<file path="src/rtl/arm_pipe_pkg.sv">
// Shared constants for the ARM pipeline hazard/forwarding logic:
// forwarding-select encodings, the never-forwarded PC index and the
// hazard FSM state encodings.
package arm_pipe_pkg;

  localparam int REG_W_DEF = 4;
  localparam int CNT_W_DEF = 16;
  localparam int PC_REG    = 15;

  // Operand source selects driven to the EX operand muxes
  localparam logic [1:0] FWD_RF  = 2'b00;
  localparam logic [1:0] FWD_EX  = 2'b01;
  localparam logic [1:0] FWD_MEM = 2'b10;
  localparam logic [1:0] FWD_WB  = 2'b11;

  // Hazard FSM states
  localparam logic [0:0] ST_RUN   = 1'b0;
  localparam logic [0:0] ST_STALL = 1'b1;

endpackage

</file>
<file path="src/rtl/hazard_forwarding_unit_if.sv">
// Bundle between the decode/control side and the hazard forwarding unit.
// master: control side that presents the ID instruction and branch result.
// slave : the hazard forwarding unit itself.
interface hazard_forwarding_unit_if #(
  parameter int REG_W = 4,
  parameter int CNT_W = 16
);
  logic             id_valid;
  logic [REG_W-1:0] id_rn;
  logic [REG_W-1:0] id_rm;
  logic             id_use_rn;
  logic             id_use_rm;
  logic [REG_W-1:0] id_rd;
  logic             id_rf_enable;
  logic             id_load_inst;
  logic             ex_br_taken;
  logic [1:0]       fwd_a_sel;
  logic [1:0]       fwd_b_sel;
  logic             pc_ld;
  logic             ifid_ld;
  logic             ifid_flush;
  logic             ex_bubble;
  logic [CNT_W-1:0] stall_cnt;
  logic [CNT_W-1:0] flush_cnt;

  modport master (
    output id_valid, id_rn, id_rm, id_use_rn, id_use_rm, id_rd,
           id_rf_enable, id_load_inst, ex_br_taken,
    input  fwd_a_sel, fwd_b_sel, pc_ld, ifid_ld, ifid_flush, ex_bubble,
           stall_cnt, flush_cnt
  );

  modport slave (
    input  id_valid, id_rn, id_rm, id_use_rn, id_use_rm, id_rd,
           id_rf_enable, id_load_inst, ex_br_taken,
    output fwd_a_sel, fwd_b_sel, pc_ld, ifid_ld, ifid_flush, ex_bubble,
           stall_cnt, flush_cnt
  );

endinterface

</file>
<file path="src/rtl/hazard_dest_pipe.sv">
// Three-entry destination tracker (EX/MEM/WB). Each entry is packed as
// {rd, rf_en, load, valid}; a bubble or NOP enters the EX slot invalid.
module hazard_dest_pipe #(
  parameter int REG_W = 4
) (
  input  logic             clk,
  input  logic             rst_n,
  input  logic [REG_W-1:0] id_rd,
  input  logic             id_rf_enable,
  input  logic             id_load_inst,
  input  logic             id_valid,
  input  logic             ex_bubble,
  output logic [REG_W+2:0] ex_entry_r,
  output logic [REG_W+2:0] mem_entry_r,
  output logic [REG_W+2:0] wb_entry_r
);

  logic [REG_W+2:0] id_entry_s;

  // Pack the ID destination; bubbled or NOP instructions enter as invalid
  always_comb begin
    id_entry_s = {id_rd, id_rf_enable, id_load_inst, (id_valid & ~ex_bubble)};
  end

  // Advance destination entries one stage per pipeline edge
  always_ff @(posedge clk or negedge rst_n) begin
    if (!rst_n) begin
      ex_entry_r  <= {(REG_W+3){1'b0}};
      mem_entry_r <= {(REG_W+3){1'b0}};
      wb_entry_r  <= {(REG_W+3){1'b0}};
    end else begin
      ex_entry_r  <= id_entry_s;
      mem_entry_r <= ex_entry_r;
      wb_entry_r  <= mem_entry_r;
    end
  end

endmodule

</file>
<file path="src/rtl/hazard_forwarding_unit.sv">
// Hazard and forwarding unit for the 5-stage ARM pipeline. Selects operand
// forwarding sources, inserts a one-cycle load-use stall and flushes IF/ID
// and EX on a taken branch.
// Optional feature macro: HAZARD_PERF_CNT_EN (saturating stall/flush counters;
// when undefined the counter outputs are tied to zero).
module hazard_forwarding_unit #(
  parameter int REG_W  = arm_pipe_pkg::REG_W_DEF,
  parameter int PC_REG = arm_pipe_pkg::PC_REG,
  parameter int CNT_W  = arm_pipe_pkg::CNT_W_DEF
) (
  input logic                      clk,
  input logic                      rst_n,
  hazard_forwarding_unit_if.slave  bus
);
  import arm_pipe_pkg::*;

  localparam logic [REG_W-1:0] PC_IDX = REG_W'(PC_REG);

  logic [REG_W+2:0] ex_entry_s;
  logic [REG_W+2:0] mem_entry_s;
  logic [REG_W+2:0] wb_entry_s;
  logic [1:0]       fwd_a_s;
  logic [1:0]       fwd_b_s;
  logic             hazard_s;
  logic             pc_ld_s;
  logic             ifid_ld_s;
  logic             ifid_flush_s;
  logic             ex_bubble_s;
  logic [0:0]       state_r;
  logic [0:0]       state_nxt_s;

  // A source matches an in-flight entry that writes the same register; PC is never forwarded
  function automatic logic src_match(input logic use_src, input logic [REG_W-1:0] src,
                                     input logic [REG_W+2:0] ent);
    src_match = use_src && ent[0] && ent[2] && (ent[REG_W+2:3] == src) && (src != PC_IDX);
  endfunction

  // Youngest producer wins; a load in EX has no result yet so it is skipped
  function automatic logic [1:0] fwd_pick(input logic use_src, input logic [REG_W-1:0] src,
                                          input logic [REG_W+2:0] ex_e,
                                          input logic [REG_W+2:0] mem_e,
                                          input logic [REG_W+2:0] wb_e);
    if (src_match(use_src, src, ex_e) && !ex_e[1]) begin
      fwd_pick = FWD_EX;
    end else if (src_match(use_src, src, mem_e)) begin
      fwd_pick = FWD_MEM;
    end else if (src_match(use_src, src, wb_e)) begin
      fwd_pick = FWD_WB;
    end else begin
      fwd_pick = FWD_RF;
    end
  endfunction

  hazard_dest_pipe #(.REG_W(REG_W)) u_dest_pipe (
    .clk          (clk),
    .rst_n        (rst_n),
    .id_rd        (bus.id_rd),
    .id_rf_enable (bus.id_rf_enable),
    .id_load_inst (bus.id_load_inst),
    .id_valid     (bus.id_valid),
    .ex_bubble    (ex_bubble_s),
    .ex_entry_r   (ex_entry_s),
    .mem_entry_r  (mem_entry_s),
    .wb_entry_r   (wb_entry_s)
  );

  // Operand forwarding selects and load-use detection for the ID instruction
  always_comb begin
    fwd_a_s  = FWD_RF;
    fwd_b_s  = FWD_RF;
    hazard_s = 1'b0;
    if (bus.id_valid) begin
      fwd_a_s  = fwd_pick(bus.id_use_rn, bus.id_rn, ex_entry_s, mem_entry_s, wb_entry_s);
      fwd_b_s  = fwd_pick(bus.id_use_rm, bus.id_rm, ex_entry_s, mem_entry_s, wb_entry_s);
      hazard_s = ex_entry_s[1] && (src_match(bus.id_use_rn, bus.id_rn, ex_entry_s) ||
                                   src_match(bus.id_use_rm, bus.id_rm, ex_entry_s));
    end else begin
      fwd_a_s  = FWD_RF;
      fwd_b_s  = FWD_RF;
      hazard_s = 1'b0;
    end
  end

  // Pipeline enables and next state; a taken branch overrides any stall
  always_comb begin
    pc_ld_s      = 1'b1;
    ifid_ld_s    = 1'b1;
    ifid_flush_s = 1'b0;
    ex_bubble_s  = 1'b0;
    state_nxt_s  = ST_RUN;
    if (bus.ex_br_taken) begin
      ifid_flush_s = 1'b1;
      ex_bubble_s  = 1'b1;
      state_nxt_s  = ST_RUN;
    end else begin
      case (state_r)
        ST_RUN: begin
          if (hazard_s) begin
            pc_ld_s     = 1'b0;
            ifid_ld_s   = 1'b0;
            ex_bubble_s = 1'b1;
            state_nxt_s = ST_STALL;
          end else begin
            state_nxt_s = ST_RUN;
          end
        end
        ST_STALL: state_nxt_s = ST_RUN;
        default:  state_nxt_s = ST_RUN;
      endcase
    end
  end

  // Hazard FSM state register
  always_ff @(posedge clk or negedge rst_n) begin
    if (!rst_n) begin
      state_r <= ST_RUN;
    end else begin
      state_r <= state_nxt_s;
    end
  end

  assign bus.fwd_a_sel  = fwd_a_s;
  assign bus.fwd_b_sel  = fwd_b_s;
  assign bus.pc_ld      = pc_ld_s;
  assign bus.ifid_ld    = ifid_ld_s;
  assign bus.ifid_flush = ifid_flush_s;
  assign bus.ex_bubble  = ex_bubble_s;

`ifdef HAZARD_PERF_CNT_EN
  logic [CNT_W-1:0] stall_cnt_r;
  logic [CNT_W-1:0] flush_cnt_r;
  logic             stall_inc_s;

  assign stall_inc_s = (state_r == ST_RUN) && (state_nxt_s == ST_STALL);

  // Saturating counts of stall entries and taken-branch flushes
  always_ff @(posedge clk or negedge rst_n) begin
    if (!rst_n) begin
      stall_cnt_r <= {CNT_W{1'b0}};
      flush_cnt_r <= {CNT_W{1'b0}};
    end else begin
      if (stall_inc_s && (stall_cnt_r != {CNT_W{1'b1}})) begin
        stall_cnt_r <= stall_cnt_r + {{(CNT_W-1){1'b0}}, 1'b1};
      end
      if (bus.ex_br_taken && (flush_cnt_r != {CNT_W{1'b1}})) begin
        flush_cnt_r <= flush_cnt_r + {{(CNT_W-1){1'b0}}, 1'b1};
      end
    end
  end

  assign bus.stall_cnt = stall_cnt_r;
  assign bus.flush_cnt = flush_cnt_r;
`else
  assign bus.stall_cnt = {CNT_W{1'b0}};
  assign bus.flush_cnt = {CNT_W{1'b0}};
`endif

endmodule
</file>
<file path="src/flat_wrapper.sv">
// flat-port wrapper written by rule: the top's interface ports become plain ports
module hazard_forwarding_unit_flat import arm_pipe_pkg::*;
#(
  parameter int REG_W  = arm_pipe_pkg::REG_W_DEF,
  parameter int PC_REG = arm_pipe_pkg::PC_REG,
  parameter int CNT_W  = arm_pipe_pkg::CNT_W_DEF
)
  (clk, rst_n, bus_id_valid, bus_id_rn, bus_id_rm, bus_id_use_rn, bus_id_use_rm, bus_id_rd, bus_id_rf_enable, bus_id_load_inst, bus_ex_br_taken, bus_fwd_a_sel, bus_fwd_b_sel, bus_pc_ld, bus_ifid_ld, bus_ifid_flush, bus_ex_bubble, bus_stall_cnt, bus_flush_cnt);
  hazard_forwarding_unit_if #(.REG_W(REG_W), .CNT_W(CNT_W)) bus_i ();
  input logic clk;
  input logic rst_n;
  input wire logic [$bits(bus_i.id_valid)-1:0] bus_id_valid;
  input wire logic [$bits(bus_i.id_rn)-1:0] bus_id_rn;
  input wire logic [$bits(bus_i.id_rm)-1:0] bus_id_rm;
  input wire logic [$bits(bus_i.id_use_rn)-1:0] bus_id_use_rn;
  input wire logic [$bits(bus_i.id_use_rm)-1:0] bus_id_use_rm;
  input wire logic [$bits(bus_i.id_rd)-1:0] bus_id_rd;
  input wire logic [$bits(bus_i.id_rf_enable)-1:0] bus_id_rf_enable;
  input wire logic [$bits(bus_i.id_load_inst)-1:0] bus_id_load_inst;
  input wire logic [$bits(bus_i.ex_br_taken)-1:0] bus_ex_br_taken;
  output wire logic [$bits(bus_i.fwd_a_sel)-1:0] bus_fwd_a_sel;
  output wire logic [$bits(bus_i.fwd_b_sel)-1:0] bus_fwd_b_sel;
  output wire logic [$bits(bus_i.pc_ld)-1:0] bus_pc_ld;
  output wire logic [$bits(bus_i.ifid_ld)-1:0] bus_ifid_ld;
  output wire logic [$bits(bus_i.ifid_flush)-1:0] bus_ifid_flush;
  output wire logic [$bits(bus_i.ex_bubble)-1:0] bus_ex_bubble;
  output wire logic [$bits(bus_i.stall_cnt)-1:0] bus_stall_cnt;
  output wire logic [$bits(bus_i.flush_cnt)-1:0] bus_flush_cnt;
  assign bus_i.id_valid = bus_id_valid;
  assign bus_i.id_rn = bus_id_rn;
  assign bus_i.id_rm = bus_id_rm;
  assign bus_i.id_use_rn = bus_id_use_rn;
  assign bus_i.id_use_rm = bus_id_use_rm;
  assign bus_i.id_rd = bus_id_rd;
  assign bus_i.id_rf_enable = bus_id_rf_enable;
  assign bus_i.id_load_inst = bus_id_load_inst;
  assign bus_i.ex_br_taken = bus_ex_br_taken;
  assign bus_fwd_a_sel = bus_i.fwd_a_sel;
  assign bus_fwd_b_sel = bus_i.fwd_b_sel;
  assign bus_pc_ld = bus_i.pc_ld;
  assign bus_ifid_ld = bus_i.ifid_ld;
  assign bus_ifid_flush = bus_i.ifid_flush;
  assign bus_ex_bubble = bus_i.ex_bubble;
  assign bus_stall_cnt = bus_i.stall_cnt;
  assign bus_flush_cnt = bus_i.flush_cnt;
  hazard_forwarding_unit #(.REG_W(REG_W), .PC_REG(PC_REG), .CNT_W(CNT_W)) u_core (.clk(clk), .rst_n(rst_n), .bus(bus_i));
endmodule
</file>
<file path="config.mk">
export PLATFORM = sky130hd
export DESIGN_NAME = hazard_forwarding_unit_flat
export DESIGN_NICKNAME = d
export VERILOG_FILES = /design/src/rtl/arm_pipe_pkg.sv /design/src/rtl/hazard_forwarding_unit_if.sv /design/src/rtl/hazard_dest_pipe.sv /design/src/rtl/hazard_forwarding_unit.sv /design/src/flat_wrapper.sv
export SDC_FILE = /design/constraint.sdc
export NUM_CORES = 1
export LEC_CHECK = 0
export ABC_AREA = 1
export BUFFER_PORTS_ARGS = -buffer_cell sky130_fd_sc_hd__buf_2
export CAP_MARGIN = 20
export CORE_ASPECT_RATIO = 1.1
export CORE_MARGIN = 5
export CORE_UTILIZATION = 47
export DETAILED_ROUTE_END_ITERATION = 7
export PLACE_DENSITY = 0.76
export SYNTH_ARGS = -nofsm -noshare
export SYNTH_HDL_FRONTEND = slang
export SYNTH_SLANG_ARGS = --single-unit
</file>
<file path="constraint.sdc">
create_clock -name clk -period 1.4 [get_ports clk]
set_input_delay 0.07 -clock clk [delete_from_list [all_inputs] [get_ports clk]]
set_output_delay 0.07 -clock clk [all_outputs]
set_load 0.05 [all_outputs]
</file>
## After elaboration in Yosys (flattened, before gate mapping)

Index checks and enable logic that the tools add are counted.

| word-level totals | value |
|---|---|
| bits in registers | 22 |
| latch bits | 0 |
| RAM bits | 0 |
| bits in read-only memories | 0 |
| input port bits | 20 |
| output and inout bits | 40 |
| memories kept | 0 |

| cells by class | value |
|---|---|
| add/subtract/negate cells | 0 |
| $mul | 0 |
| divide/modulo/power cells | 0 |
| order comparisons | 0 |
| equality and inequality tests | 8 |
| shift-type cells | 0 |
| multiplexer cells | 18 |
| bitwise gates (word level) | 3 |
| reduce and logical (&&, ||, !) cells | 29 |

Operators by type and width:

| cell | count |
|---|---|
| logical AND 1 bit | 27 |
| equality test 4 bit | 6 |
| 2-to-1 mux 2 bit | 8 |
| 2-to-1 mux 1 bit | 9 |
| inequality test 4 bit (second input constant) | 2 |
| inverter 1 bit | 2 |
| case mux 1 bit (2 select lines) | 1 |
| AND 1 bit | 1 |
| zero test 1 bit | 1 |
| logical OR 1 bit | 1 |

## Longest topological paths before layout

Gate-level depths: netlist of the first run.

| depth | value |
|---|---|
| depth after elaboration | 12 |
| gate-level depth with buffers | 10 |

## By module

Synthesis of the first run repeated with hierarchy kept, for this count alone.

| unflattened totals | value |
|---|---|
| cell total of the unflattened synthesis | 204 |
| area, all modules | 1481.4 um^2 |

Modules (own cells, without submodules):

| module | times used | cells an instance | area an instance (um^2) | seq. area each (um^2) |
|---|---|---|---|---|
| hazard_forwarding_unit | 1 | 181 | 945.9 | 25.0 |
| hazard_dest_pipe | 1 | 23 | 535.5 | 525.5 |

## Worst setup path after synthesis of the first run

OpenSTA, ideal clock, no wires.

| path | value |
|---|---|
| path type | reg2out |
| start point | reg u_core.u_dest_pipe.wb_entry_r[5] |
| end point | out bus_fwd_a_sel[1] |
| data arrival time | 1.602 ns |
| required time | 1.330 ns |
| setup slack | -0.272 ns |
| cell stages (with the launch flop) | 5 |
| cell sequence | dfrtp_1 xnor2_1 nand3_1 or2_1 a21oi_1 |

| on the way | value |
|---|---|
| cells in the longest elaborated chain, start to end | 7 |

RTL lines:

| item | RTL line | RTL |
|---|---|---|
| start, declared | hazard_dest_pipe.sv:15 | `output logic [REG_W+2:0] wb_entry_r` |
| start signal, assigned | hazard_dest_pipe.sv:30 | `wb_entry_r <= {(REG_W+3){1'b0}};` |
| start signal, assigned | hazard_dest_pipe.sv:34 | `wb_entry_r <= mem_entry_r;` |
| equality test 4 bit | hazard_forwarding_unit.sv:35 | `src_match = use_src && ent[0] && ent[2] && (ent[REG_W+2:3] == src) && (src != PC_IDX);` |
| logical AND 1 bit (2 in a row) | hazard_forwarding_unit.sv:35 |  |
| 2-to-1 mux 2 bit | hazard_forwarding_unit.sv:47 | `end else if (src_match(use_src, src, wb_e)) begin` |
| 2-to-1 mux 2 bit | hazard_forwarding_unit.sv:45 | `end else if (src_match(use_src, src, mem_e)) begin` |
| 2-to-1 mux 2 bit | hazard_forwarding_unit.sv:43 | `if (src_match(use_src, src, ex_e) && !ex_e[1]) begin` |
| 2-to-1 mux 2 bit | hazard_forwarding_unit.sv:72 | `if (bus.id_valid) begin` |
| end, declared | flat_wrapper.sv:21 | `output wire logic [$bits(bus_i.fwd_a_sel)-1:0] bus_fwd_a_sel;` |

Every way passes these cells.

## Worst setup path in the final report of the first run

| path | value |
|---|---|
| start point | reg u_core.u_dest_pipe.wb_entry_r[6] |
| end point | out bus_fwd_b_sel[1] |

| on the way | value |
|---|---|
| cells in the longest elaborated chain, start to end | 7 |

RTL lines:

| item | RTL line | RTL |
|---|---|---|
| equality test 4 bit | hazard_forwarding_unit.sv:35 |  |
| logical AND 1 bit (2 in a row) | hazard_forwarding_unit.sv:35 |  |
| 2-to-1 mux 2 bit | hazard_forwarding_unit.sv:47 |  |
| 2-to-1 mux 2 bit | hazard_forwarding_unit.sv:45 |  |
| 2-to-1 mux 2 bit | hazard_forwarding_unit.sv:43 |  |
| 2-to-1 mux 2 bit | hazard_forwarding_unit.sv:72 |  |
| end, declared | flat_wrapper.sv:22 | `output wire logic [$bits(bus_i.fwd_b_sel)-1:0] bus_fwd_b_sel;` |

Every way passes these cells.

==> flow_summary.json, run 1 <==
{
  "async_flop_share_pct": 100,
  "dp_slack_ns": -0.0129,
  "cts-buffers-inserted": 3,
  "setup.worst_path.start_class": "flip-flop",
  "synth_enable_flop_cells": 0,
  "synth_top_cell_by_area": "dfrtp_1",
  "vdd_drop_max_uv": 586,
  "synth-seq-area-share_pct": 36.2,
  "maxCapViolCount": 0,
  "rows": 20,
  "crit_chain": "xor2_1 -> nand2b_1 -> nor2_2 -> inv_1 -> a21oi_2 -> buf_6",
  "die_h_um": 66.9,
  "io_pins": 60,
  "grtUsageMet2_pct": 22.6,
  "critPathArrivalTime_ns": 1.56,
  "worstPathRequired_ns": 1.33,
  "drt_iter0_markers": 37,
  "crit_type": "reg -> out",
  "hp-class": "in -> reg",
  "use_met3_pct": 2.91,
  "die_x_um": 61.7,
  "synth-main-ff-cell": "dfrtp_1",
  "start_util_pct": 49.3,
  "synth_top_area_share_pct": 36.2,
  "gr-max-usage-layer": "met2",
  "clk_latency_ns": 0.29,
  "gp_congestion": 0.850,
  "antenna_cells": 0,
  "max_freq_ghz": 0.613,
  "area_delta_synth_final_pct": 16.8,
  "drive_gt1_share_pct": 29.2,
  "clk_pin_slew_ns": 0.10,
  "leakagePower_uw": 0.000873,
  "critPathSlowestCell": "dfrtp_1",
  "yosysMostFrequentCell": "nand2_1",
  "setup_viol": 7,
  "cp-end-kind": "primary output",
  "antenna_found_initial": 0,
  "vias": 1104,
  "synthDistinctLibCells": 22,
  "hpwlAfterDp_um": 2240,
  "synth-seq-cells": 20,
  "grt_pass1_wl_um": 4240,
  "cts_buffer_depth": 2,
  "syn-cell-area_um2": 1380,
  "final.period_utilization_pct": 117,
  "layout_setup_ws_ns": -0.232,
  "violations": "negative setup slack",
  "firstDrtPassIters": 4,
  "drt_wl_total_um": 2790,
  "fillers": 263,
  "grt_util_all_layers_pct": 14.0,
  "vias_per_cell": 4.38,
  "htree_num_levels": 1,
  "setup_tns_ns": -1.42,
  "drc": 0,
  "grt_use_met1_pct": 18.1,
  "ys_top_cells_by_count": "50 x nand2_1, 34 x buf_4, 20 x dfrtp_1, 15 x inv_1, 13 x nor2_1",
  "synthCells": 182,
  "synth_area_leaders": "dfrtp_1 36%, buf_4 18%, nand2_1 14%",
  "port-buffer-count": 27,
  "power_uw": 1310,
  "core_area_um2": 2800,
  "period_minus_slack_ns": 1.63,
  "root_buffer": "clkbuf_4",
  "grt.overflow.total": 0,
  "fin_skew_ns": 0.00157,
  "syn_area_per_cell_um2": 7.60,
  "hold_viol_final": 0,
  "die-area_um2": 4130,
  "rsz0062_at_grt": "true",
  "drv_slew": 0,
  "status": "finished with violations",
  "grt_pass1_vias": 973,
  "nets": 241,
  "wl_per_cell_um": 11.1,
  "cts.sinks": 20,
  "finish.utilization_pct": 57.6,
  "cts_tree": "built",
  "slowest_delay_ns": 0.41,
  "yosysWarnings": 0,
  "grt_max_degree": 21,
  "whs_ns": 0.0975,
  "cp_max_fo": 3,
  "drtAntennaViolNets": 0,
  "power.density_nw_per_um2": 809
}
## layout make-up
cell class	instances	area [um^2]	area share [%]
clock buffers	3	22.5	1.39
repair buffers	37	275	17.0
flip-flops and latches	20	500	31.0
multi-input cells	139	701	43.4
inverters	20	75.1	4.65
well taps	33	41.3	2.56
## kinds of logic after synthesis
| group | count (synthesis) | share of synthesized area (%) |
|---|---|---|
| flops | 20 | 36.2 |
| simple gates | 92 | 32.0 |
| xor+xnor | 8 | 5.07 |
| compound gates | 7 | 2.53 |
| buf+inv | 54 | 23.9 |
| other cells | 1 | 0.271 |
## critical path: cells and delay by family, from the launching register on
kind                   cells  cell delay, ns
buffers and inverters      2            0.24
AO/OA/AOI/OAI              1            0.17
AND/OR/NAND/NOR            2            0.31
flip-flops                 1            0.41
XOR/XNOR                   1            0.14
## path summary, 6_finish.rpt
path / start / endpoint / slack, ns / cells past startpoint
max reg2reg: u_core.u_dest_pipe.ex_entry_r[4] / u_core.state_r / 0.08 / 10
min in group asynchronous: rst_n / u_core.u_dest_pipe.ex_entry_r[4] / 0.24 / 2
min: bus_ex_br_taken / u_core.u_dest_pipe.ex_entry_r[0] / 0.1 / 4
max in group asynchronous: rst_n / u_core.u_dest_pipe.wb_entry_r[3] / 0.86 / 2
max: u_core.u_dest_pipe.wb_entry_r[6] / bus_fwd_b_sel[1] / -0.23 / 6
min reg2reg: u_core.u_dest_pipe.mem_entry_r[0] / u_core.u_dest_pipe.wb_entry_r[0] / 0.41 / 0
## cells in the final DEF (no fill, tap or decap), drive strengths merged
| master | count |
|---|---|
| nand2b | 1 |
| nor3 | 1 |
| dfrtp | 20 |
| a21oi | 4 |
| inv | 20 |
| o21ai | 3 |
| nor2 | 22 |
| xnor2 | 2 |
| clkbuf | 3 |
| nand2 | 53 |
| nand3 | 11 |
| conb | 32 |
| xor2 | 6 |
| dlygate4sd3 | 7 |
| nand4 | 2 |
| or2 | 2 |
| buf | 30 |
## per-layer routing
metal / vias to the layer above / wire [um]
met3: 4 / 264
met4: 0 / 33
li1: 561 / -
met1: 491 / 1130
met2: 48 / 1350
met5: - / 0
## repair_timing
action	4_1_cts	5_1_grt
endpoints found under the hold margin	26	0
hold buffers	7	0
resized for setup	18	4
setup endpoints to repair	7	7
pin swaps	6	5
buffers inserted	1	1
## sequential cells by signal, indices dropped and copies added (netlist names)
name                            flops
u_core.u_dest_pipe.wb_entry_r       6
u_core.u_dest_pipe.mem_entry_r      6
u_core.u_dest_pipe.ex_entry_r       7
u_core.state_r                      1
## through the flow
| step | area (um^2) | cells |
|---|---|---|
| floorplan | 1510 | 213 |
| global placement | 1440 | 240 |
| detailed placement | 1440 | 240 |
| CTS | 1600 | 251 |
| global route | 1620 | 252 |
| finish | 1620 | 252 |
## power by group
group	internal [uW]	switching, uW	total (uW)
registers	605	23.8	629
clock network	100	162	262
logic	92.7	323	416
Power figures use the tool's default switching activity.
==> inputs of run 2 (changes only) <==
--- a/config.mk
+++ b/config.mk
@@ -12,7 +12,9 @@
 export CORE_MARGIN = 5
 export CORE_UTILIZATION = 47
 export DETAILED_ROUTE_END_ITERATION = 7
+export GPL_TIMING_DRIVEN = 0
 export PLACE_DENSITY = 0.76
 export SYNTH_ARGS = -nofsm -noshare
 export SYNTH_HDL_FRONTEND = slang
 export SYNTH_SLANG_ARGS = --single-unit
+export TNS_END_PERCENT = 20
==> flow_summary.json, run 2 (synthesis gave the netlist of run 1 again) <==
{
  "status": "finished with violations",
  "violations": "negative setup slack",
  "setup.worst_path.start_class": "flip-flop",
  "drive_gt1_share_pct": 38.3,
  "vias": 1186,
  "grt_util_all_layers_pct": 14.3,
  "fillers": 256,
  "rsz0062_at_grt": "true",
  "multi_input_area_um2": 699,
  "setup_viol": 7,
  "die-area_um2": 4130,
  "io_pins": 60,
  "layout_common_cells": "46 x nand2_1, 36 x buf_4, 32 x conb_1, 21 x buf_2, 20 x dfrtp_1",
  "hpwlAfterDp_um": 2290,
  "finish.utilization_pct": 67.4,
  "die_h_um": 66.9,
  "leakagePower_uw": 0.00106,
  "grt_pass1_wl_um": 4510,
  "design_area_um2": 1890,
  "start_util_pct": 49.3,
  "final.period_utilization_pct": 124,
  "dp_slack_ns": -0.0993,
  "antenna_found_initial": 0,
  "vias_per_cell": 4.15,
  "cts_buffer_depth": 2,
  "reg_top3": "u_core.u_dest_pipe.ex_entry_r: 7 flops, u_core.u_dest_pipe.mem_entry_r: 6 flops, u_core.u_dest_pipe.wb_entry_r: 6 flops",
  "max_freq_ghz": 0.577,
  "grt_max_degree": 21,
  "area_delta_synth_final_pct": 36.6,
  "clk_pin_slew_ns": 0.12,
  "crit_type": "reg -> out",
  "post_dp_cell_area_um2": 1680,
  "drc": 0,
  "root_buffer": "clkbuf_4",
  "drv_slew": 0,
  "vdd_drop_max_uv": 840,
  "final_common_cell": "nand2_1",
  "die_x_um": 61.7,
  "seqCellArea_um2": 500,
  "drtAntennaViolNets": 0,
  "gp_congestion": 0.887,
  "top_register": "u_core.u_dest_pipe.ex_entry_r",
  "maxCapViolCount": 0,
  "firstDrtPassIters": 4,
  "critPathArrivalTime_ns": 1.66,
  "power_uw": 1590,
  "cts.sinks": 20,
  "antenna_cells": 0,
  "core_area_um2": 2800,
  "port-buffer-count": 27,
  "htree_num_levels": 1,
  "fin_skew_ns": 0.00812,
  "clk_latency_ns": 0.30,
  "hold_viol_final": 0,
  "grt.overflow.total": 0,
  "nets": 274,
  "layout_setup_ws_ns": -0.334,
  "period_minus_slack_ns": 1.73,
  "cts-buffers-inserted": 3,
  "cts_tree": "built",
  "drt_iter0_markers": 24,
  "grt_pass1_vias": 1066,
  "cp_max_fo": 4,
  "power.density_nw_per_um2": 840,
  "hp-class": "in -> reg",
  "wl_per_cell_um": 9.81,
  "drt_wl_total_um": 2810,
  "largest_reg_flops": 7,
  "worstPathRequired_ns": 1.33,
  "rows": 20,
  "cp-end-kind": "primary output"
}
==> run 2: cell count changes in the layout (fill, tap and decap cells not counted), sizes merged <==
cell and delta:
buf +32, bufinv +1, dlygate4sd3 +1
==> run 2: where the power goes <==
group	total [uW]	internal (uW)	switching (uW)
registers	629	605	23.6
clock network	467	289	177
logic	490	156	335
==> run 2: area by class of cell <==
| cell class | instances | area share, % |
|---|---|---|
| timing repair buffer | 36 | 13.8 |
| buffer | 34 | 13.7 |
| multi-input combinational | 139 | 37.0 |
| tap | 33 | 2.19 |
| sequential | 20 | 26.5 |
| clock buffer | 3 | 1.19 |
| clock inverter | 1 | 1.59 |
| inverter | 20 | 3.98 |
==> run 2: path summary, 6_finish.rpt <==
kind	start	end	slack, ns	cells past startpoint
max	u_core.u_dest_pipe.ex_entry_r[4]	bus_pc_ld	-0.33	11
min	bus_id_valid	u_core.u_dest_pipe.ex_entry_r[0]	0.12	3
max reg2reg	u_core.u_dest_pipe.ex_entry_r[4]	u_core.u_dest_pipe.ex_entry_r[0]	0.11	10
min reg2reg	u_core.u_dest_pipe.mem_entry_r[2]	u_core.u_dest_pipe.wb_entry_r[2]	0.41	0
max in group asynchronous	rst_n	u_core.u_dest_pipe.wb_entry_r[6]	0.87	2
min in group asynchronous	rst_n	u_core.u_dest_pipe.ex_entry_r[3]	0.22	2
==> run 2: through the flow <==
stage	std cells	hold slack [ns]	setup TNS, ns
floorplan	213	-0.226	-0.478
global placement	273	0.0378	-0.0859
detailed placement	273	0.0397	-0.106
CTS	285	0.109	-1.79
global route	286	0.122	-2.62
finish	286	0.117	-1.74
==> run 2: per-layer routing <==
layer | part of all wire, % | global-route usage (%) | vias to the layer above | wire length, um
li1 | - | - | 631 | -
met3 | 11 | 1.94 | 2 | 310
met2 | 50 | 24.6 | 47 | 1400
met4 | 0.50 | 3.98 | 0 | 14
met1 | 38 | 18.2 | 506 | 1080
met5 | 0 | 0 | - | 0
==> run 2: repair_timing <==
action,4_1_cts,5_1_grt
pin swaps,3,10
buffers inserted,0,1
gates cloned,0,0
gates resized for setup,13,10
hold buffers,8,0
endpoints found under the setup margin,7,7
hold endpoints to repair,27,0
==> run 2: critical path, stage by stage (launching register included) <==
cell and delay (ns):
dfrtp_1 0.40, inv_1 0.06, nand2_1 0.05, nand2_1 0.05, nor2_2 0.16, nand3_2 0.08
nand2_2 0.09, nand2_4 0.05, nor2_4 0.12, inv_2 0.05, buf_6 0.11, buf_8 0.14
